--- src/rtl/arb_pkg.sv ---
// arb_pkg: shared definitions for the round-robin arbiter slice.
//   ARB_FIXED / ARB_RR  - priority mode select for rr_pick
//   idx_w()             - width of a requester index (ptr, gnt_idx)
//   cnt_w()             - width of the hold counter, minimum 1 bit
//   onehot_to_idx()     - binary index of the set bit in a one-hot vector (up to 64 bits)
package arb_pkg;

  localparam logic ARB_FIXED = 1'b0;
  localparam logic ARB_RR    = 1'b1;

  function automatic int idx_w(input int n);
    return (n > 1) ? $clog2(n) : 1;
  endfunction

  function automatic int cnt_w(input int max_hold);
    return (max_hold > 0) ? $clog2(max_hold + 1) : 1;
  endfunction

  // Returns 0 for an all-zero vector, so gnt_idx falls to 0 with no grant.
  function automatic int onehot_to_idx(input logic [63:0] oh);
    int idx;
    idx = 0;
    for (int i = 0; i < 64; i++) begin
      if (oh[i]) idx = i;
    end
    return idx;
  endfunction

endpackage

--- src/rtl/rr_pick.sv ---
// rr_pick: combinational winner selection.
//   req    in  NUM_REQ  request vector
//   ptr    in  IDX_W    round-robin start index (highest priority)
//   mode   in  1        ARB_RR: first request at/after ptr, wrapping; ARB_FIXED: highest index
//   winner out IDX_W    selected requester index (0 when nothing requests)
//   found  out 1        at least one request present
module rr_pick
  import arb_pkg::*;
#(
  parameter int NUM_REQ = 4,
  parameter int IDX_W   = 2
) (
  input  logic [NUM_REQ-1:0] req,
  input  logic [IDX_W-1:0]   ptr,
  input  logic               mode,
  output logic [IDX_W-1:0]   winner,
  output logic               found
);

  logic [2*NUM_REQ-1:0] dbl;
  logic [2*NUM_REQ-1:0] mask;
  logic [2*NUM_REQ-1:0] masked;

  // The doubled vector turns the wrapping search into a linear one: the lower
  // copy is masked below ptr, the upper copy supplies the wrapped-around bits.
  always_comb begin
    dbl    = {req, req};
    mask   = '0;
    winner = '0;
    found  = |req;
    for (int j = 0; j < 2 * NUM_REQ; j++) begin
      mask[j] = (j >= int'(ptr));
    end
    masked = dbl & mask;
    if (mode == ARB_RR) begin
      // Descending scan so the lowest set position is the last one written.
      for (int j = 2 * NUM_REQ - 1; j >= 0; j--) begin
        if (masked[j]) winner = (j >= NUM_REQ) ? IDX_W'(j - NUM_REQ) : IDX_W'(j);
      end
    end else begin
      for (int i = 0; i < NUM_REQ; i++) begin
        if (req[i]) winner = IDX_W'(i);
      end
    end
  end

endmodule

--- src/rtl/rr_arbiter.sv ---
// rr_arbiter: N-way request arbiter with registered one-hot grant.
//   clock     in  1        system clock, rising edge
//   reset     in  1        asynchronous, active-high reset
//   req       in  NUM_REQ  request vector
//   en        in  1        arbitration enable
//   hold      in  1        keep current grant while holder still requests (bounded by MAX_HOLD)
//   gnt       out NUM_REQ  registered one-hot grant
//   gnt_idx   out log2(N)  binary index of granted requester, 0 when no grant
//   gnt_valid out 1        registered |gnt
//   req_up    out 1        combinational |req for cascading, not gated by en
// NUM_REQ is limited to 64 by onehot_to_idx.
module rr_arbiter
  import arb_pkg::*;
#(
  parameter int NUM_REQ  = 4,
  parameter bit RR_EN    = 1'b1,
  parameter int MAX_HOLD = 4
) (
  input  logic                       clock,
  input  logic                       reset,
  input  logic [NUM_REQ-1:0]         req,
  input  logic                       en,
  input  logic                       hold,
  output logic [NUM_REQ-1:0]         gnt,
  output logic [$clog2(NUM_REQ)-1:0] gnt_idx,
  output logic                       gnt_valid,
  output logic                       req_up
);

  localparam int IW = idx_w(NUM_REQ);
  localparam int CW = cnt_w(MAX_HOLD);
  localparam logic [CW-1:0] HOLD_LIM = CW'(MAX_HOLD);
  localparam logic [IW-1:0] LAST_IDX = IW'(NUM_REQ - 1);

  logic [NUM_REQ-1:0] gnt_q, gnt_d;
  logic [IW-1:0]      gnt_idx_q, gnt_idx_d;
  logic               gnt_valid_q, gnt_valid_d;
  logic [IW-1:0]      ptr_q, ptr_d;
  logic [CW-1:0]      cnt_q, cnt_d;

  logic [IW-1:0]      winner;
  logic               found;
  logic               hold_ok;

  rr_pick #(
    .NUM_REQ (NUM_REQ),
    .IDX_W   (IW)
  ) u_pick (
    .req    (req),
    .ptr    (ptr_q),
    .mode   (RR_EN ? ARB_RR : ARB_FIXED),
    .winner (winner),
    .found  (found)
  );

  assign hold_ok = hold && gnt_valid_q && req[gnt_idx_q] &&
                   ((MAX_HOLD == 0) || (cnt_q < HOLD_LIM));

  always_comb begin
    gnt_d       = '0;
    gnt_valid_d = 1'b0;
    ptr_d       = ptr_q;
    cnt_d       = '0;
    if (!en) begin
      gnt_d = '0;
    end else if (hold_ok) begin
      gnt_d       = gnt_q;
      gnt_valid_d = 1'b1;
      cnt_d       = (cnt_q != {CW{1'b1}}) ? cnt_q + 1'b1 : cnt_q;
    end else if (found) begin
      gnt_d[winner] = 1'b1;
      gnt_valid_d   = 1'b1;
      cnt_d         = CW'(1);
      if (!RR_EN)                 ptr_d = '0;
      else if (winner == LAST_IDX) ptr_d = '0;
      else                        ptr_d = winner + 1'b1;
    end
    // Index derived from the grant itself so the two can never disagree.
    gnt_idx_d = IW'(onehot_to_idx(64'(gnt_d)));
  end

  always_ff @(posedge clock or posedge reset) begin
    if (reset) begin
      gnt_q       <= '0;
      gnt_idx_q   <= '0;
      gnt_valid_q <= 1'b0;
      ptr_q       <= '0;
      cnt_q       <= '0;
    end else begin
      gnt_q       <= gnt_d;
      gnt_idx_q   <= gnt_idx_d;
      gnt_valid_q <= gnt_valid_d;
      ptr_q       <= ptr_d;
      cnt_q       <= cnt_d;
    end
  end

  assign gnt       = gnt_q;
  assign gnt_idx   = gnt_idx_q;
  assign gnt_valid = gnt_valid_q;
  assign req_up    = |req;

endmodule
--- config.mk ---
export PLATFORM = sky130hd
export DESIGN_NAME = rr_arbiter
export DESIGN_NICKNAME = d
export VERILOG_FILES = /design/src/rtl/arb_pkg.sv /design/src/rtl/rr_pick.sv /design/src/rtl/rr_arbiter.sv
export SDC_FILE = /design/constraint.sdc
export NUM_CORES = 1
export LEC_CHECK = 0
export ABC_CLOCK_PERIOD_IN_PS = 4700
export CAP_MARGIN = 25
export CORE_MARGIN = 3
export CORE_UTILIZATION = 33
export CTS_CLUSTER_SIZE = 14
export DETAILED_ROUTE_END_ITERATION = 8
export PLACE_DENSITY = 0.61
export RECOVER_POWER = 50
export SETUP_SLACK_MARGIN = 0.2
export SLEW_MARGIN = 10
export SYNTH_ARGS = -nofsm -noshare
export SYNTH_HDL_FRONTEND = slang
export SYNTH_SLANG_ARGS = --single-unit
--- constraint.sdc ---
create_clock -name clock -period 4.7 [get_ports clock]
set_input_delay 0.705 -clock clock [delete_from_list [all_inputs] [get_ports clock]]
set_output_delay 0.705 -clock clock [all_outputs]
set_load 0.02 [all_outputs]
* After elaboration in Yosys (flattened, before gate mapping)
Cells that the tools add are included.
** Storage, ports and cells
- Register bits after elaboration :: 12
- Output and inout bits :: 8
** Operators by class
- $add $sub $neg :: 2
- Order comparisons :: 7
- Equality and inequality tests :: 4
- Muxes and demuxes :: 26
- Bitwise operators :: 2
- Reduce and logical (&&, ||, !) cells :: 6
** Operator list (number)
- $mux 2 :: 11
- $mux 4 :: 3
- $mux 3 :: 3
- $and 8x8->8 :: 1
- $mux 1 :: 7
- $lt 2x3->1 const B :: 2
- $ge 1x2->1 const A :: 2
- $logic_and 1x1->1 :: 4
- $reduce_or 4->1 :: 1
- $add 3x1->3 const B :: 1
- $lt 3x3->1 const B :: 1
- $ne 3x2->1 const B :: 1
- $ne 3x3->1 const B :: 1
- $reduce_and 3->1 :: 1
- $add 2x1->2 const B :: 1
- $bmux 1 s2 :: 1
- $demux 1 s2 :: 1
- $eq 2x2->1 const B :: 1
- $ge 2x1->1 const B :: 1
- $ge 2x2->1 const A :: 1
- $ne 2x2->1 const B :: 1
- $not 1->1 :: 1

* Depth between registers and ports, before layout
Gate-level depths: netlist of the first run.
- Depth in word-level cells :: 20
- Depth in mapped cells :: 8
- Gate-level depth less buffers :: 8

* Modules after synthesis
A second synthesis of the first run with hierarchy kept.
** Unflattened totals
- Cell total of the unflattened synthesis :: 86
- Area total of the unflattened synthesis :: 813.3 um^2
** Modules (own cells, without submodules)
- rr_arbiter :: instances 1, cells an instance 71, area each 715.7 um^2
- rr_pick :: instances 1, cells an instance 15, area each 97.6 um^2

* Worst setup path after synthesis of the first run
OpenSTA, ideal clock, no wires.
- Path kind :: input to output
- Start :: input port req[1]
- End :: output port req_up
- Arrival time :: 1396 ps
- Required time :: 3995 ps
- Setup slack :: 2599 ps
- Stages :: 2
- Buffers on the path :: 1
- Cells stage by stage :: or4_1 > buf_6
** Between the ends
- Longest elaborated chain between the ends :: 1
** RTL lines
- from (decl) :: RTL line rr_arbiter.sv:21 : input logic [NUM_REQ-1:0] req,
- $reduce_or 4->1 :: RTL line rr_arbiter.sv:101 : assign req_up = |req;
- to (decl) :: RTL line rr_arbiter.sv:27 : output logic req_up
Every way passes these cells.

* Worst setup path after layout of the first run
Ends and elaborated chain as after synthesis.

==> impl_metrics.py, run 1 <==
metrics = {
    "status": {
        "status": "completed",
    },
    "synth": {
        "syn_area_um2": 752.0,
        "synthCells": 70,
        "synth_edf_count": 0,
        "synth.most_common_cell": "dfrtp_1",
        "synth_cell_types": 28,
        "synth_top_area_share_pct": 39.93,
        "synth_largest_area_cell": "dfrtp_1",
        "synth-seq-cells": 12,
        "synth.area.top_cells": "dfrtp_1 (40%), ha_1 (10%), a21boi_0 (4.0%)",
        "mappedNetlistNets": 84,
        "syn_area_per_cell_um2": 10.74,
        "async_flop_share_pct": 100.0,
        "ys_seq_area_share_pct": 39.93,
        "ys.flop_type": "dfrtp_1",
        "yosysWarnings": 0,
        "synth_commonest_cells": "dfrtp_1 (12), ha_1 (6), inv_1 (6), nand2_1 (5)",
    },
    "worst_setup_path": {
        "crit_required_ps": 3990,
        "cp.arrival_ps": 2540,
        "ff2ff_path_depth": 4,
        "end_kind": "output port",
        "rr_startpoint": "gnt_idx[1]",
        "cp-start-kind": "primary input",
        "reg2reg_slack_ps": 2910,
        "r2r-end": "ptr_q[1]",
        "crit_fanout": 6,
        "worstSetupPathType": "primary input to output port",
    },
    "layout": {
        "drive_gt1_share_pct": 10.34,
        "area_growth_pct": 26.29,
        "stdcell_count": 114,
        "n_antenna_cell": 0,
        "design_area_um2": 949.7,
        "nets": 102,
    },
    "floorplan": {
        "die_w_um": 53.74,
        "core_area_um2": 2062,
        "dieHeight_um": 53.74,
        "rows": 16,
        "initial_core_util_pct": 36.47,
        "dieArea_um2": 2887,
        "ios": 16,
    },
    "clocking": {
        "cts-root-buf": "clkbuf_4",
        "post_cts_buffers": 0,
        "clock_sinks": 12,
        "post_cts_resized": 0,
        "holdBufCountCts": 0,
        "cts_buffers": 3,
        "clk_pin_slew_worst_paths_ps": 70,
        "cts_tree": "done",
        "clock_latency_ps": 270,
        "cts-htree-levels": 1,
        "clockBufferDepth": 2,
    },
    "flow_run": {
        "drv_cap": 0,
    },
    "routing": {
        "drt_wl_total_um": 1486,
        "drt-pass1-iter-count": 4,
        "drcViolationCount": 0,
        "drt_iter0_markers": 7,
        "final_antenna_net_count": 0,
        "vias": 562,
        "routedWlPerCell_um": 13.04,
        "viasPerCell": 4.930,
    },
    "worst_hold_path": {
        "min_from": "cnt_q[1]",
        "hold_class": "register to register",
        "whs_endpoint": "cnt_q[1]",
        "hold-path-cell-count": 2,
    },
    "grt": {
        "grt_pass1_wl_um": 2628,
        "grt_pass1_vias": 588,
        "grt_max_degree": 13,
        "antenna_found_initial": 0,
        "grt_remaining_overflow": 0,
        "track_usage_pct": 13.00,
    },
    "place": {
        "portBuffers": 15,
        "gp_congestion": 0.7102,
        "placed_area_um2": 913.4,
        "dp.cells": 110,
        "hpwl_um": 1173,
    },
    "sta": {
        "maxSlewHeadroom_pct": 69.53,
        "clock_skew_ps": 1.415,
        "finalMaxSlewViolations": 0,
        "worst_pin_slew_ps": 456.6,
        "setup_viol_count_final": 0,
        "rsz0062_at_grt": "no",
        "period_minus_slack_ps": 3246,
        "hold-worst-slack_ps": 535.6,
        "setup-tns-final_ps": 0,
        "hold_viol": 0,
        "fin_crit_sh_pct": 69.06,
        "fmax_ghz": 0.3081,
    },
    "power": {
        "clock_power_share_pct": 21.2,
        "intPower_mw": 0.2510,
        "total_power_mw": 0.3802,
        "p_leak_nw": 0.4382,
        "seqPwrFrac_pct": 38.8,
        "p_comb_share_pct": 40.0,
        "sw_frac_of_total_pct": 33.99,
        "p_per_area_nw_per_um2": 400.3,
        "power.switching_mw": 0.1292,
        "ir_worst_vdd_v": 0.0002220,
    },
}
[cells by family (layout without fill, tap and decap cells)]
family | after synthesis | after routing | share of synthesized area (%)
AOI/OAI and AO/OA | 17 | 17 | 14.48
xor gates and xnor gates | 1 | 1 | 1.165
DFF | 12 | 12 | 39.93
muxes | 4 | 4 | 8.819
adders and majority gates | 6 | 6 | 9.983
and+or+nand+nor | 22 | 22 | 19.64
buffers and inverters | 8 | 25 | 5.990
[power groups by stage]
stage	clock network (mW)	logic (mW)	registers, mW
after CTS	0.0853	0.157	0.148
after global placement	0	0.156	0.149
final	0.0808	0.152	0.147
after global routing	0.0919	0.170	0.153
after floorplan	0	0.0897	0.161
after detailed placement	0	0.155	0.150
[registers in the layout, summed over array words and instances (netlist names)]
name       flops
gnt_idx        2
ptr_q          2
cnt_q          3
gnt            4
gnt_valid      1
[worst max-delay path, cell delays in order]
cell	delay, ps
clkdlybuf4s50_1	480
or4_1	740
clkdlybuf4s50_1	610
[worst max-delay path by stage]
stage                   to   start  cells after the start
global route        req_up  req[1]                      3
detailed placement  req_up  req[1]                      3
CTS                 req_up  req[1]                      3
floorplan           req_up  req[1]                      2
finish              req_up  req[1]                      3
global placement    req_up  req[1]                      3
[per-layer routing]
metal | part of all wire, % | global-route usage, % | wire [um]
met1 | 45 | 15.61 | 668
met5 | 0 | 0 | 0
met4 | 1.3 | 4.255 | 20
met3 | 5.7 | 5.263 | 84
met2 | 48 | 20.97 | 713
[layout make-up]
type / instances / area [um2]
Timing Repair Buffer: 15 / 150.1
Multi-Input combinational cell: 50 / 406.6
Sequential cell: 12 / 300.3
Fill cell: 192 / 1112
Clock buffer: 4 / 36.28
Inverter: 6 / 22.52
Tap cell: 27 / 33.78
[metrics by stage]
stage	setup slack, ps	utilization, %
global placement	1489	44.30
finish	1454	46.06
global route	1401	46.06
floorplan	2599	-
detailed placement	1451	44.30
CTS	1448	46.06
[layout by cell type (no fill, tap or decap), types with 2 or more instances in the layout]
master,Yosys,layout
o21ai_1,2,2
nand2_1,5,5
nand3_1,4,4
inv_1,6,6
o22ai_1,2,2
mux2_4,2,2
dfrtp_1,12,12
nor2b_1,2,2
nor2_1,2,2
o21ai_0,2,2
o211ai_1,2,2
nand2b_1,2,2
a21oi_1,3,3
a21boi_0,4,4
clkbuf_4,0,3
ha_1,6,6
clkdlybuf4s50_1,0,10
dlygate4sd3_1,0,5
Note: power is estimated with default switching activity, not from simulation.
==> run 2, diff against run 1 <==
ABC_CLOCK_PERIOD_IN_PS = 2720   (was 4700)
PLACE_DENSITY = 0.63   (was 0.61)
clock period = 2.72 ns   (was 4.7 ns; I/O delays follow)
==> run 2 against run 1 <==
  * Total power is 71% higher
  * Via count down 2.0%
  * Critical path depth unchanged
  * Final cell count up 0.88%
  * First-iteration DRC count shrank 86%
  * Register-to-register slack lost 2000 ps
  * Final area grew 1.1%
  * Sequential power is 72% higher
  * Largest power group unchanged
  * Critical path type unchanged
  * Combinational power up 70%
  * Sequential cell count did not move
  * Critical endpoint unchanged
  * Global-route usage is 1.5 points lower
  * Sequential share of layout area decreased by 0.33 points
==> impl_metrics.py, run 2 (synthesis results as in run 1) <==
metrics = {
    "layout": {
        "area_growth_pct": 27.62,
        "final_cell_mix": "dfrtp_1 (12), clkdlybuf4s50_1 (9), inv_1 (6), ha_1 (6)",
        "drive_gt1_share_pct": 11.36,
        "largest_reg_flops": 4,
        "num-fill-cells": 202,
        "n_antenna_cell": 0,
        "nets": 103,
        "final_common_cell": "dfrtp_1",
    },
    "flow_run": {
        "drv_cap": 0,
    },
    "status": {
        "status": "completed",
    },
    "sta": {
        "fin_crit_sh_pct": 78.35,
        "period_minus_slack_ps": 2131,
        "setup_viol_count_final": 0,
        "rsz0062_at_grt": "no",
        "setup-tns-final_ps": 0,
        "clock_skew_ps": 1.881,
        "hold-worst-slack_ps": 534.8,
        "worst_pin_slew_ps": 451.4,
        "finalMaxSlewViolations": 0,
        "hold_viol": 0,
        "maxSlewHeadroom_pct": 69.87,
        "fmax_ghz": 0.4692,
    },
    "grt": {
        "grt_pass1_vias": 534,
        "grt_pass1_wl_um": 2352,
        "grt_remaining_overflow": 0,
        "grt_max_degree": 13,
        "track_usage_pct": 11.53,
        "antenna_found_initial": 0,
    },
    "clocking": {
        "clock_latency_ps": 270,
        "post_cts_buffers": 0,
        "post_cts_resized": 0,
        "cts-htree-levels": 1,
        "clk_pin_slew_worst_paths_ps": 70,
        "holdBufCountCts": 0,
        "cts-root-buf": "clkbuf_4",
        "clock_sinks": 12,
        "cts_tree": "done",
        "clockBufferDepth": 2,
        "cts_buffers": 3,
    },
    "floorplan": {
        "ios": 16,
        "core_area_um2": 2062,
        "die_w_um": 53.74,
        "rows": 16,
        "initial_core_util_pct": 36.47,
        "dieHeight_um": 53.74,
        "dieArea_um2": 2887,
    },
    "routing": {
        "final_antenna_net_count": 0,
        "vias": 551,
        "drcViolationCount": 0,
        "routedWlPerCell_um": 11.99,
        "drt-pass1-iter-count": 4,
        "viasPerCell": 4.791,
        "drt_wl_total_um": 1379,
        "drt_iter0_markers": 1,
    },
    "power": {
        "sw_frac_of_total_pct": 33.21,
        "p_comb_share_pct": 39.8,
        "p_per_area_nw_per_um2": 676.4,
        "ir_worst_vdd_v": 0.0004833,
        "power.switching_mw": 0.2156,
        "intPower_mw": 0.4336,
        "p_leak_nw": 0.4427,
        "seqPwrFrac_pct": 39.0,
        "clock_power_share_pct": 21.2,
    },
    "worst_hold_path": {
        "hold_class": "register to register",
        "min_from": "cnt_q[1]",
    },
    "worst_setup_path": {
        "rr_startpoint": "gnt_idx[1]",
        "cp.arrival_ps": 1720,
        "crit_fanout": 6,
        "crit_required_ps": 2310,
        "end_kind": "output port",
        "cp-start-kind": "primary input",
        "worstSetupStartpoint": "req[1]",
        "worstSetupPathType": "primary input to output port",
    },
    "place": {
        "portBuffers": 15,
        "hpwl_um": 1104,
        "gp_congestion": 0.6945,
    },
}
run 2: power groups by stage:
stage / clock, mW / sequential [mW] / combinational, mW
after CTS: 0.145 / 0.254 / 0.270
after detailed placement: 0 / 0.258 / 0.268
final: 0.137 / 0.253 / 0.259
after floorplan: 0 / 0.279 / 0.155
after global routing: 0.155 / 0.260 / 0.293
after global placement: 0 / 0.256 / 0.266
run 2: cell type report:
class                           instances  area [um2]  area share (%)
Sequential cell                        12       300.3           31.29
Clock buffer                            4       36.28           3.781
Multi-Input combinational cell         50       406.6           42.37
Timing Repair Buffer                   16       160.2           16.69
Tap cell                               27       33.78           3.520
Inverter                                6       22.52           2.347
run 2: stage by stage:
| stage | power [mW] | std cells | area (um2) | utilization (%) | setup WS, ps |
|---|---|---|---|---|---|
| 6_report | 0.6492 | 115 | 959.7 | 46.54 | 588.9 |
| 5_1_grt | 0.7078 | 115 | 959.7 | 46.54 | 536.5 |
| 4_1_cts | 0.6691 | 115 | 957.2 | 46.42 | 245.8 |
| 3_5_place_dp | 0.5261 | 111 | 920.9 | 44.66 | 251.6 |
| 3_3_place_gp | 0.5222 | 111 | 920.9 | 44.66 | 269.4 |
| 2_1_floorplan | 0.4335 | 70 | 752.0 | - | 935.3 |
run 2: critical path: stages:
cell and delay (ps):
clkdlybuf4s50_1 470, or4_1 600, dlymetal6s2s_1 240
run 2: routing by layer:
layer	GRT usage, %	routed length [um]
met5	0	0
met4	2.553	19
met3	4.155	61
met2	19.76	669
met1	13.65	629
run 2: worst paths after layout:
path	to	slack (ps)	cells after the start
max	req_up	590	3
max in group asynchronous	ptr_q[0]	1820	2
min in group asynchronous	gnt_idx[0]	590	2
min reg2reg	cnt_q[1]	530	2
max reg2reg	ptr_q[0]	960	4
min	cnt_q[1]	530	2
==> run 3, diff against run 2 <==
ABC_CLOCK_PERIOD_IN_PS = 2200   (was 2720)
PLACE_DENSITY = 0.61   (was 0.63)
clock period = 2.2 ns   (was 2.72 ns; I/O delays follow)
==> run 3 against run 2 <==
  * Wire length up 13%
  * Clock-buffer cell count unchanged
  * Hold slack worse by 32 ps
  * Non-clock buffer count up 4
  * Register-to-register slack worse by 490 ps
  * Global-route usage up 1.5 points
  * Clock power up 28%
  * Clock skew up 0.76 ps
  * Via count up 2.9%
  * Sequential power up 26%
  * Core utilization up 1.5 points
  * First-iteration DRC count rose to 8.0 times the previous value
  * Largest cell class unchanged
  * Largest power group unchanged
  * Highest routed layer unchanged
==> impl_metrics.py, run 3 (synthesis results as in run 1) <==
metrics = {
    "floorplan": {
        "initial_core_util_pct": 36.47,
        "die_w_um": 53.74,
        "core_area_um2": 2062,
        "ios": 16,
        "dieHeight_um": 53.74,
        "dieArea_um2": 2887,
        "rows": 16,
    },
    "sta": {
        "finalMaxSlewViolations": 0,
        "hold_viol": 0,
        "fin_crit_sh_pct": 88.70,
        "worst_slack_ps": 248.6,
        "hold-worst-slack_ps": 502.7,
        "fmax_ghz": 0.5125,
        "setup_viol_count_final": 0,
        "setup-tns-final_ps": 0,
        "worst_pin_slew_ps": 472.9,
        "clock_skew_ps": 2.645,
        "maxSlewHeadroom_pct": 68.44,
        "rsz0062_at_grt": "yes",
        "period_minus_slack_ps": 1951,
    },
    "power": {
        "power.switching_mw": 0.2887,
        "intPower_mw": 0.5449,
        "p_per_area_nw_per_um2": 842.3,
        "p_comb_share_pct": 40.6,
        "p_leak_nw": 0.4615,
        "clock_power_share_pct": 20.9,
        "ir_worst_vdd_v": 0.0004446,
        "seqPwrFrac_pct": 38.4,
        "sw_frac_of_total_pct": 34.63,
    },
    "grt": {
        "track_usage_pct": 13.03,
        "grt_pass1_vias": 570,
        "grt_pass1_wl_um": 2601,
        "grt_max_degree": 13,
        "antenna_found_initial": 0,
        "grt_remaining_overflow": 0,
    },
    "routing": {
        "routedWlPerCell_um": 13.13,
        "drt-pass1-iter-count": 4,
        "drcViolationCount": 0,
        "viasPerCell": 4.765,
        "vias": 567,
        "drt_iter0_markers": 8,
        "final_antenna_net_count": 0,
        "drt_wl_total_um": 1562,
    },
    "layout": {
        "area_growth_pct": 31.61,
        "final_common_cell": "dfrtp_1",
        "final-seq-area_um2": 300.3,
        "final_cell_mix": "dfrtp_1 (12), clkdlybuf4s50_1 (10), inv_1 (6), ha_1 (6), nand2_1 (5)",
        "drive_gt1_share_pct": 15.22,
        "nets": 107,
        "num-fill-cells": 182,
        "multi_input_area_um2": 412.9,
        "final_core_util_pct": 48.00,
        "n_antenna_cell": 0,
        "largest_reg_flops": 4,
    },
    "flow_run": {
        "drv_cap": 0,
    },
    "worst_setup_path": {
        "cp-start-kind": "primary input",
        "r2r-end": "gnt_idx[0]",
        "crit_path_top_delay_cell": "or4_1",
        "crit_required_ps": 1870,
        "ff2ff_path_depth": 8,
        "rr_startpoint": "ptr_q[0]",
        "cp_num_buf_inv": 2,
        "end_kind": "output port",
        "worstSetupPathType": "primary input to output port",
        "path_delay_family": "buffers and inverters",
        "reg2reg_slack_ps": 470,
        "cp.arrival_ps": 1620,
        "path_cells": "clkdlybuf4s50_1, or4_1, clkdlybuf4s15_1",
        "crit_fanout": 3,
        "max_stage_delay_ps": 540,
    },
    "clocking": {
        "cts_tree": "done",
        "holdBufCountCts": 0,
        "cts-htree-levels": 1,
        "clock_latency_ps": 270,
        "clockBufferDepth": 2,
        "cts-root-buf": "clkbuf_4",
        "clock_sinks": 12,
        "clk_pin_slew_worst_paths_ps": 80,
        "cts_buffers": 3,
    },
    "place": {
        "gp_congestion": 0.7590,
        "dp_slack_ps": -1.846,
        "portBuffers": 15,
        "hpwl_um": 1213,
    },
    "worst_hold_path": {
        "hold_class": "primary input to asynchronous set/reset pin",
    },
    "status": {
        "status": "completed",
    },
}
==> run 3: changes by cell type in the layout (fill, tap and decap cells not counted) <==
cell,delta
dlymetal6s2s_1,-1
dlygate4sd3_1,-1
o22ai_2,+1
clkbuf_1,+1
clkdlybuf4s15_1,+1
o22ai_1,-1
buf_4,+3
clkdlybuf4s50_1,+1
==> run 3: worst max-delay path by stage <==
stage               startpoint         end  slack [ps]  depth (start not counted)
detailed placement      req[0]      req_up          -2                          3
global placement        req[0]      req_up         -20                          3
CTS                     req[0]      req_up         210                          3
floorplan           gnt_idx[1]    ptr_q[0]         420                          4
finish                  req[0]      req_up         250                          3
global route            req[0]  gnt_idx[0]         170                         10
==> run 3: per-stage QoR <==
stage / std cells / power (mW) / area, um2
3_3_place_gp: 115 / 0.6630 / 950.9
2_1_floorplan: 70 / 0.5359 / 752.0
3_5_place_dp: 115 / 0.6654 / 950.9
6_report: 119 / 0.8336 / 989.7
4_1_cts: 119 / 0.8422 / 985.9
5_1_grt: 119 / 0.8933 / 989.7
==> run 3: layer usage <==
metal  up-vias  GRT usage [%]  share of wire [%]  routed length (um)
li1        292              -                  -                   -
met1       258          16.87                 46                 717
met2        15          19.56                 45                 707
met3         2          6.371                8.2                 128
met4         0          2.553               0.58                   9
met5         -              0                  0                   0
==> run 3: power by group through the flow <==
| stage | clock, mW | combinational, mW | sequential (mW) |
|---|---|---|---|
| floorplan | 0 | 0.192 | 0.344 |
| global placement | 0 | 0.342 | 0.321 |
| detailed placement | 0 | 0.343 | 0.322 |
| CTS | 0.181 | 0.343 | 0.318 |
| global route | 0.191 | 0.375 | 0.328 |
| finish | 0.175 | 0.339 | 0.320 |
==> run 3: area by class of cell <==
cell class | instances | share of cell area [%]
multi-input combinational | 50 | 41.72
sequential | 12 | 30.34
timing repair buffer | 20 | 18.58
clock buffer | 4 | 3.666
tap | 27 | 3.413
inverter | 6 | 2.276
==> run 3: what timing repair did <==
item,CTS,global route
gates resized for setup,1,2
setup endpoints to repair,1,2
setup buffers,0,0
